### config.mk
export PLATFORM = sky130hd
export DESIGN_NAME = uart_boot_loader_flat
export DESIGN_NICKNAME = d
export VERILOG_FILES = /design/src/rtl/uart_boot_loader_if.sv /design/src/rtl/uart_boot_loader.sv /design/src/flat_wrapper.sv
export SDC_FILE = /design/constraint.sdc
export NUM_CORES = 1
export LEC_CHECK = 0
export CAP_MARGIN = 20
export CORE_UTILIZATION = 40
export DETAILED_ROUTE_END_ITERATION = 16
export PLACE_DENSITY = 0.7
export SKIP_CTS_REPAIR_TIMING = 1
export SLEW_MARGIN = 20
export SYNTH_ARGS = -nofsm -noshare
export SYNTH_HDL_FRONTEND = slang
export SYNTH_SLANG_ARGS = --single-unit
export TNS_END_PERCENT = 5
### constraint.sdc
create_clock -name clk -period 9.45 [get_ports clk]
set_input_delay 1.89 -clock clk [delete_from_list [all_inputs] [get_ports clk]]
set_output_delay 1.89 -clock clk [all_outputs]
set_load 0.02 [all_outputs]
### src/rtl/uart_boot_loader_if.sv
// Boot-loader port bundle: byte stream in from the UART receiver, instruction
// memory write port and CPU/status flags out.
interface uart_boot_loader_if #(
    parameter int unsigned ADDR_W = 10
);
    logic              rx_ready;
    logic [7:0]        rx_data;
    logic              mem_we;
    logic [ADDR_W-1:0] mem_addr;
    logic [31:0]       mem_wdata;
    logic              cpu_hold;
    logic              load_done;
    logic              load_err;
    logic              busy;

    modport master (
        output rx_ready, rx_data,
        input  mem_we, mem_addr, mem_wdata, cpu_hold, load_done, load_err, busy
    );

    modport slave (
        input  rx_ready, rx_data,
        output mem_we, mem_addr, mem_wdata, cpu_hold, load_done, load_err, busy
    );
endinterface

### src/rtl/uart_boot_loader.sv
// Frame parser that loads 32-bit words from a UART byte stream into instruction
// memory, checks an XOR checksum and holds the CPU in reset while loading.
module uart_boot_loader #(
    parameter int unsigned ADDR_W      = 10,
    parameter int unsigned BASE_ADDR   = 0,
    parameter int unsigned TIMEOUT_CYC = 10_000_000,
    parameter logic [7:0]  HEADER      = 8'hA5
) (
    input logic               clk,
    input logic               rst,
    uart_boot_loader_if.slave bus
);
    localparam int unsigned       TMR_W    = $clog2(TIMEOUT_CYC + 1);
    localparam logic [TMR_W-1:0]  TMR_LAST = TMR_W'(TIMEOUT_CYC - 1);
    localparam logic [ADDR_W-1:0] BASE     = ADDR_W'(BASE_ADDR);

    typedef enum logic [2:0] {
        IDLE, LEN_LO, LEN_HI, DATA, CSUM, DONE, ERR
    } state_t;

    state_t            state_reg;
    logic              rx_ready_q;
    logic [15:0]       len_reg;
    logic [15:0]       word_idx_reg;
    logic [1:0]        byte_idx_reg;
    logic [7:0]        xor_reg;
    logic [23:0]       word_reg;
    logic [TMR_W-1:0]  tmr_reg;
    logic              mem_we_reg;
    logic [ADDR_W-1:0] mem_addr_reg;
    logic [31:0]       mem_wdata_reg;
    logic              cpu_hold_reg;
    logic              load_done_reg;
    logic              load_err_reg;

    logic byte_stb;
    logic timed_out;

    assign byte_stb  = bus.rx_ready & ~rx_ready_q;
    // The timer only runs in the frame-parsing states, so this is harmless elsewhere.
    assign timed_out = ~byte_stb && (tmr_reg == TMR_LAST);

    assign bus.mem_we    = mem_we_reg;
    assign bus.mem_addr  = mem_addr_reg;
    assign bus.mem_wdata = mem_wdata_reg;
    assign bus.cpu_hold  = cpu_hold_reg;
    assign bus.load_done = load_done_reg;
    assign bus.load_err  = load_err_reg;
    assign bus.busy      = (state_reg != IDLE);

    always_ff @(posedge clk or posedge rst) begin
        if (rst) begin
            state_reg     <= IDLE;
            rx_ready_q    <= 1'b0;
            len_reg       <= '0;
            word_idx_reg  <= '0;
            byte_idx_reg  <= '0;
            xor_reg       <= '0;
            word_reg      <= '0;
            tmr_reg       <= '0;
            mem_we_reg    <= 1'b0;
            mem_addr_reg  <= BASE;
            mem_wdata_reg <= '0;
            cpu_hold_reg  <= 1'b0;
            load_done_reg <= 1'b0;
            load_err_reg  <= 1'b0;
        end else begin
            rx_ready_q    <= bus.rx_ready;
            mem_we_reg    <= 1'b0;
            load_done_reg <= 1'b0;

            if (byte_stb || state_reg == IDLE || state_reg == DONE || state_reg == ERR)
                tmr_reg <= '0;
            else
                tmr_reg <= tmr_reg + 1'b1;

            case (state_reg)
                IDLE: begin
                    if (byte_stb && bus.rx_data == HEADER) begin
                        state_reg    <= LEN_LO;
                        cpu_hold_reg <= 1'b1;
                        load_err_reg <= 1'b0;
                        xor_reg      <= '0;
                        word_idx_reg <= '0;
                        byte_idx_reg <= '0;
                    end
                end
                LEN_LO: begin
                    if (timed_out) begin
                        state_reg <= ERR;
                    end else if (byte_stb) begin
                        len_reg[7:0] <= bus.rx_data;
                        xor_reg      <= xor_reg ^ bus.rx_data;
                        state_reg    <= LEN_HI;
                    end
                end
                LEN_HI: begin
                    if (timed_out) begin
                        state_reg <= ERR;
                    end else if (byte_stb) begin
                        len_reg[15:8] <= bus.rx_data;
                        xor_reg       <= xor_reg ^ bus.rx_data;
                        state_reg     <= ({bus.rx_data, len_reg[7:0]} != 16'd0) ? DATA : CSUM;
                    end
                end
                DATA: begin
                    if (timed_out) begin
                        state_reg <= ERR;
                    end else if (byte_stb) begin
                        word_reg     <= {word_reg[15:0], bus.rx_data};
                        xor_reg      <= xor_reg ^ bus.rx_data;
                        byte_idx_reg <= byte_idx_reg + 2'd1;
                        // Fourth byte completes a big-endian word; address wraps with ADDR_W.
                        if (byte_idx_reg == 2'd3) begin
                            mem_we_reg    <= 1'b1;
                            mem_addr_reg  <= BASE + ADDR_W'(word_idx_reg);
                            mem_wdata_reg <= {word_reg, bus.rx_data};
                            word_idx_reg  <= word_idx_reg + 16'd1;
                            if (word_idx_reg + 16'd1 == len_reg)
                                state_reg <= CSUM;
                        end
                    end
                end
                CSUM: begin
                    if (timed_out) begin
                        state_reg <= ERR;
                    end else if (byte_stb) begin
                        state_reg <= (bus.rx_data == xor_reg) ? DONE : ERR;
                    end
                end
                DONE: begin
                    load_done_reg <= 1'b1;
                    cpu_hold_reg  <= 1'b0;
                    state_reg     <= IDLE;
                end
                ERR: begin
                    // cpu_hold deliberately stays high: a failed load must not release the core.
                    load_err_reg <= 1'b1;
                    state_reg    <= IDLE;
                end
                default: state_reg <= IDLE;
            endcase
        end
    end
endmodule

### src/flat_wrapper.sv
// flat-port wrapper written by rule: the top's interface ports become plain ports
module uart_boot_loader_flat 
#(
    parameter int unsigned ADDR_W      = 10,
    parameter int unsigned BASE_ADDR   = 0,
    parameter int unsigned TIMEOUT_CYC = 10_000_000,
    parameter logic [7:0]  HEADER      = 8'hA5
)
  (clk, rst, bus_rx_ready, bus_rx_data, bus_mem_we, bus_mem_addr, bus_mem_wdata, bus_cpu_hold, bus_load_done, bus_load_err, bus_busy);
  uart_boot_loader_if #(.ADDR_W(ADDR_W)) bus_i ();
  input logic clk;
  input logic rst;
  input wire logic [$bits(bus_i.rx_ready)-1:0] bus_rx_ready;
  input wire logic [$bits(bus_i.rx_data)-1:0] bus_rx_data;
  output wire logic [$bits(bus_i.mem_we)-1:0] bus_mem_we;
  output wire logic [$bits(bus_i.mem_addr)-1:0] bus_mem_addr;
  output wire logic [$bits(bus_i.mem_wdata)-1:0] bus_mem_wdata;
  output wire logic [$bits(bus_i.cpu_hold)-1:0] bus_cpu_hold;
  output wire logic [$bits(bus_i.load_done)-1:0] bus_load_done;
  output wire logic [$bits(bus_i.load_err)-1:0] bus_load_err;
  output wire logic [$bits(bus_i.busy)-1:0] bus_busy;
  assign bus_i.rx_ready = bus_rx_ready;
  assign bus_i.rx_data = bus_rx_data;
  assign bus_mem_we = bus_i.mem_we;
  assign bus_mem_addr = bus_i.mem_addr;
  assign bus_mem_wdata = bus_i.mem_wdata;
  assign bus_cpu_hold = bus_i.cpu_hold;
  assign bus_load_done = bus_i.load_done;
  assign bus_load_err = bus_i.load_err;
  assign bus_busy = bus_i.busy;
  uart_boot_loader #(.ADDR_W(ADDR_W), .BASE_ADDR(BASE_ADDR), .TIMEOUT_CYC(TIMEOUT_CYC), .HEADER(HEADER)) u_core (.clk(clk), .rst(rst), .bus(bus_i));
endmodule
==> impl_metrics.ini <==
[critical_path]
r2r-start = u_core.word_idx_reg[0]$_DFFE_PP0P_
rrSetupSlack_ps = 6670
cp.arrival_ps = 4290
critPathLaunchType = input port
critical_path_class = input port to register
reg2reg_to = u_core.state_reg[1]$_DFFE_PP0P_
crit_path_end_kind = register
path_max_fanout = 13
worstPathRequired_ps = 9750
worstRegToRegCells = 8

[final_layout]
finalNetCount = 742
layout_commonest_cell = nand2_1
fin_cells = 957
largest_reg_flops = 32
layout_common_cells = 186 x nand2_1, 140 x dfrtp_1, 57 x clkdlybuf4s50_1
diodes = 0
drive_gt1_frac = 0.109
syn2layout_area_growth_pct = 20.3

[logic_synthesis]
ys_async_sr_fraction = 1.00
synth_ff_type = dfrtp_1
synthesis.area_um2 = 6520
synth_seq_cells = 140
netlist_instances = 679
syn-num-nets = 693
synth_edf_count = 0
yosysWarnings = 0
syn_area_per_cell_um2 = 9.61
seq_area_frac_synth = 0.537
synth.distinct_cells = 53

[clock_network]
numCtsBuffers = 17
cts_tree = built
clk_pin_slew_worst_paths_ps = 60
clk_latency_ps = 430
clock-sinks = 140
h-tree-depth = 4
cts_root_buffer = clkbuf_16
clockBufferDepth = 2

[sta]
min_period_ps = 3980
max_freq_mhz = 251
setup_violations = 0
finalClockSkew_ps = 11.5
fin_crit_sh = 0.422
final.setup.tns_ps = 0
maxSlewHeadroom = 0.255
fin_ws_ps = 5470
hold_viol_final = 0
worst_slew_pin_slew_ps = 1120
rsz0062_at_grt = no
drv_slew = 0

[die]
initial_core_util = 0.411
fp-row-count = 46
dieArea_um2 = 16800
die_h_um = 130
fp.dieW_um = 130
num_io_pins = 58
core_um2 = 15900

[place]
dp_cells = 925
place_congestion = 0.815
dp_slack_ps = 5130
dp_hpwl_um = 9240
io_buffers = 57

[route]
drtIter0Drc = 346
drc = 0
dr.pass1.iters = 4
via_per_inst = 5.15
num_vias = 4931
finalWirelength_um = 14300
drt-wirelength-per-cell_um = 15.0
postRouteAntennaNets = 0

[power]
comb_power_share = 0.246
pwr-share-seq = 0.432
power.leakage_uw = 0.00356
ir_worst_vdd_v = 0.000138
clkPwrFrac = 0.322
p_int_uw = 1340
switching_share = 0.325
power_switching_uw = 646
cellPowerDensity_nw_per_um2 = 253

[hold_path]
min_to = u_core.bus.mem_wdata[21]$_DFFE_PP0P_
min_path_type = register to register
min_from = u_core.bus.mem_wdata[21]$_DFFE_PP0P_
hold_depth = 2

[grt]
gr-total-overflow = 0
grt_pass1_wl_um = 23700
grt_max_degree = 85
grt_antenna_before_repair = 0
grt_pass1_vias = 4596
grt_usage = 0.183

[run]
drv_cap = 0

[outcome]
outcome = complete, no violations
-- critical path, stage by stage --
cell and delay (ps):
clkdlybuf4s50_1 620, and4_1 300, and3_1 220, a21oi_1 890, o21ai_0 240, o41ai_1 120
-- power by group through the flow --
stage                     combinational (µW)  sequential, µW  clock (µW)
after CTS                                494             857         648
after detailed placement                 489             866           0
after global routing                     540             876         675
after floorplan                          235             913           0
after global placement                   480             864           0
final                                    488             858         638
-- cell type report --
cell class                 instances  area, µm²
clock buffer                      18        439
sequential                       140       3500
fill                            1505       8040
clock inverter                    14        131
timing repair buffer              62        608
multi-input combinational        498       2860
tap                              216        270
inverter                           9       38.8
-- routing by layer --
metal / up-vias / track usage / wire [µm]
li1: 2393 / - / -
met1: 2412 / 0.255 / 6850
met2: 105 / 0.277 / 6640
met3: 21 / 0.0402 / 575
met4: 0 / 0.0725 / 249
met5: - / 0 / 0
-- Yosys cell counts (4+ instances only) --
cell type	n	area share
nor4_1	8	0.0077
xor2_1	20	0.027
nand3_1	22	0.017
nor2_1	53	0.031
dfrtp_1	140	0.54
or3_1	6	0.0058
a31oi_1	4	0.0038
nand2b_1	4	0.0038
nand4_1	8	0.0077
and3_1	6	0.0058
a21oi_1	9	0.0069
inv_1	8	0.0046
and4_1	5	0.0067
clkbuf_1	24	0.014
o21ai_0	47	0.036
nor2b_1	4	0.0038
mux2_2	32	0.055
nand2_1	186	0.11
nand3b_1	4	0.0046
buf_2	6	0.0046
nor3_1	7	0.0054
o31ai_1	5	0.0058
xnor2_1	30	0.040
-- how the worst max path moves through the flow --
stage,cells after the start,slack [ps],from,to
after detailed placement,6,5130,bus_rx_data[2],u_core.word_idx_reg[12]$_DFFE_PP0P_
after global routing,6,5330,bus_rx_data[7],u_core.word_idx_reg[6]$_DFFE_PP0P_
final,6,5470,bus_rx_data[2],u_core.word_idx_reg[6]$_DFFE_PP0P_
after global placement,7,5200,bus_rx_data[5],u_core.word_idx_reg[13]$_DFFE_PP0P_
after floorplan,1,3810,rst,u_core.bus.cpu_hold$_DFFE_PP0P_
after CTS,6,5560,bus_rx_data[2],u_core.word_idx_reg[6]$_DFFE_PP0P_
-- per-stage QoR --
step | utilization | hold WS [ps] | total power, µW | instance area (µm²)
floorplan | - | 439 | 1150 | 6520
global placement | 0.458 | 453 | 1340 | 7280
global route | 0.494 | 494 | 2090 | 7850
finish | 0.494 | 471 | 1980 | 7850
CTS | 0.494 | 475 | 2000 | 7850
detailed placement | 0.458 | 458 | 1350 | 7280
-- logic make-up after synthesis --
logic type / after synthesis / synth area share
buffers and inverters: 41 / 0.0247
muxes: 35 / 0.0599
xor gates and xnor gates: 51 / 0.0706
and+or+nand+nor: 330 / 0.232
DFF: 140 / 0.537
AOI/OAI and AO/OA: 79 / 0.0698
adders and majority gates: 3 / 0.00576
Note: power is estimated with default switching activity, not from simulation.
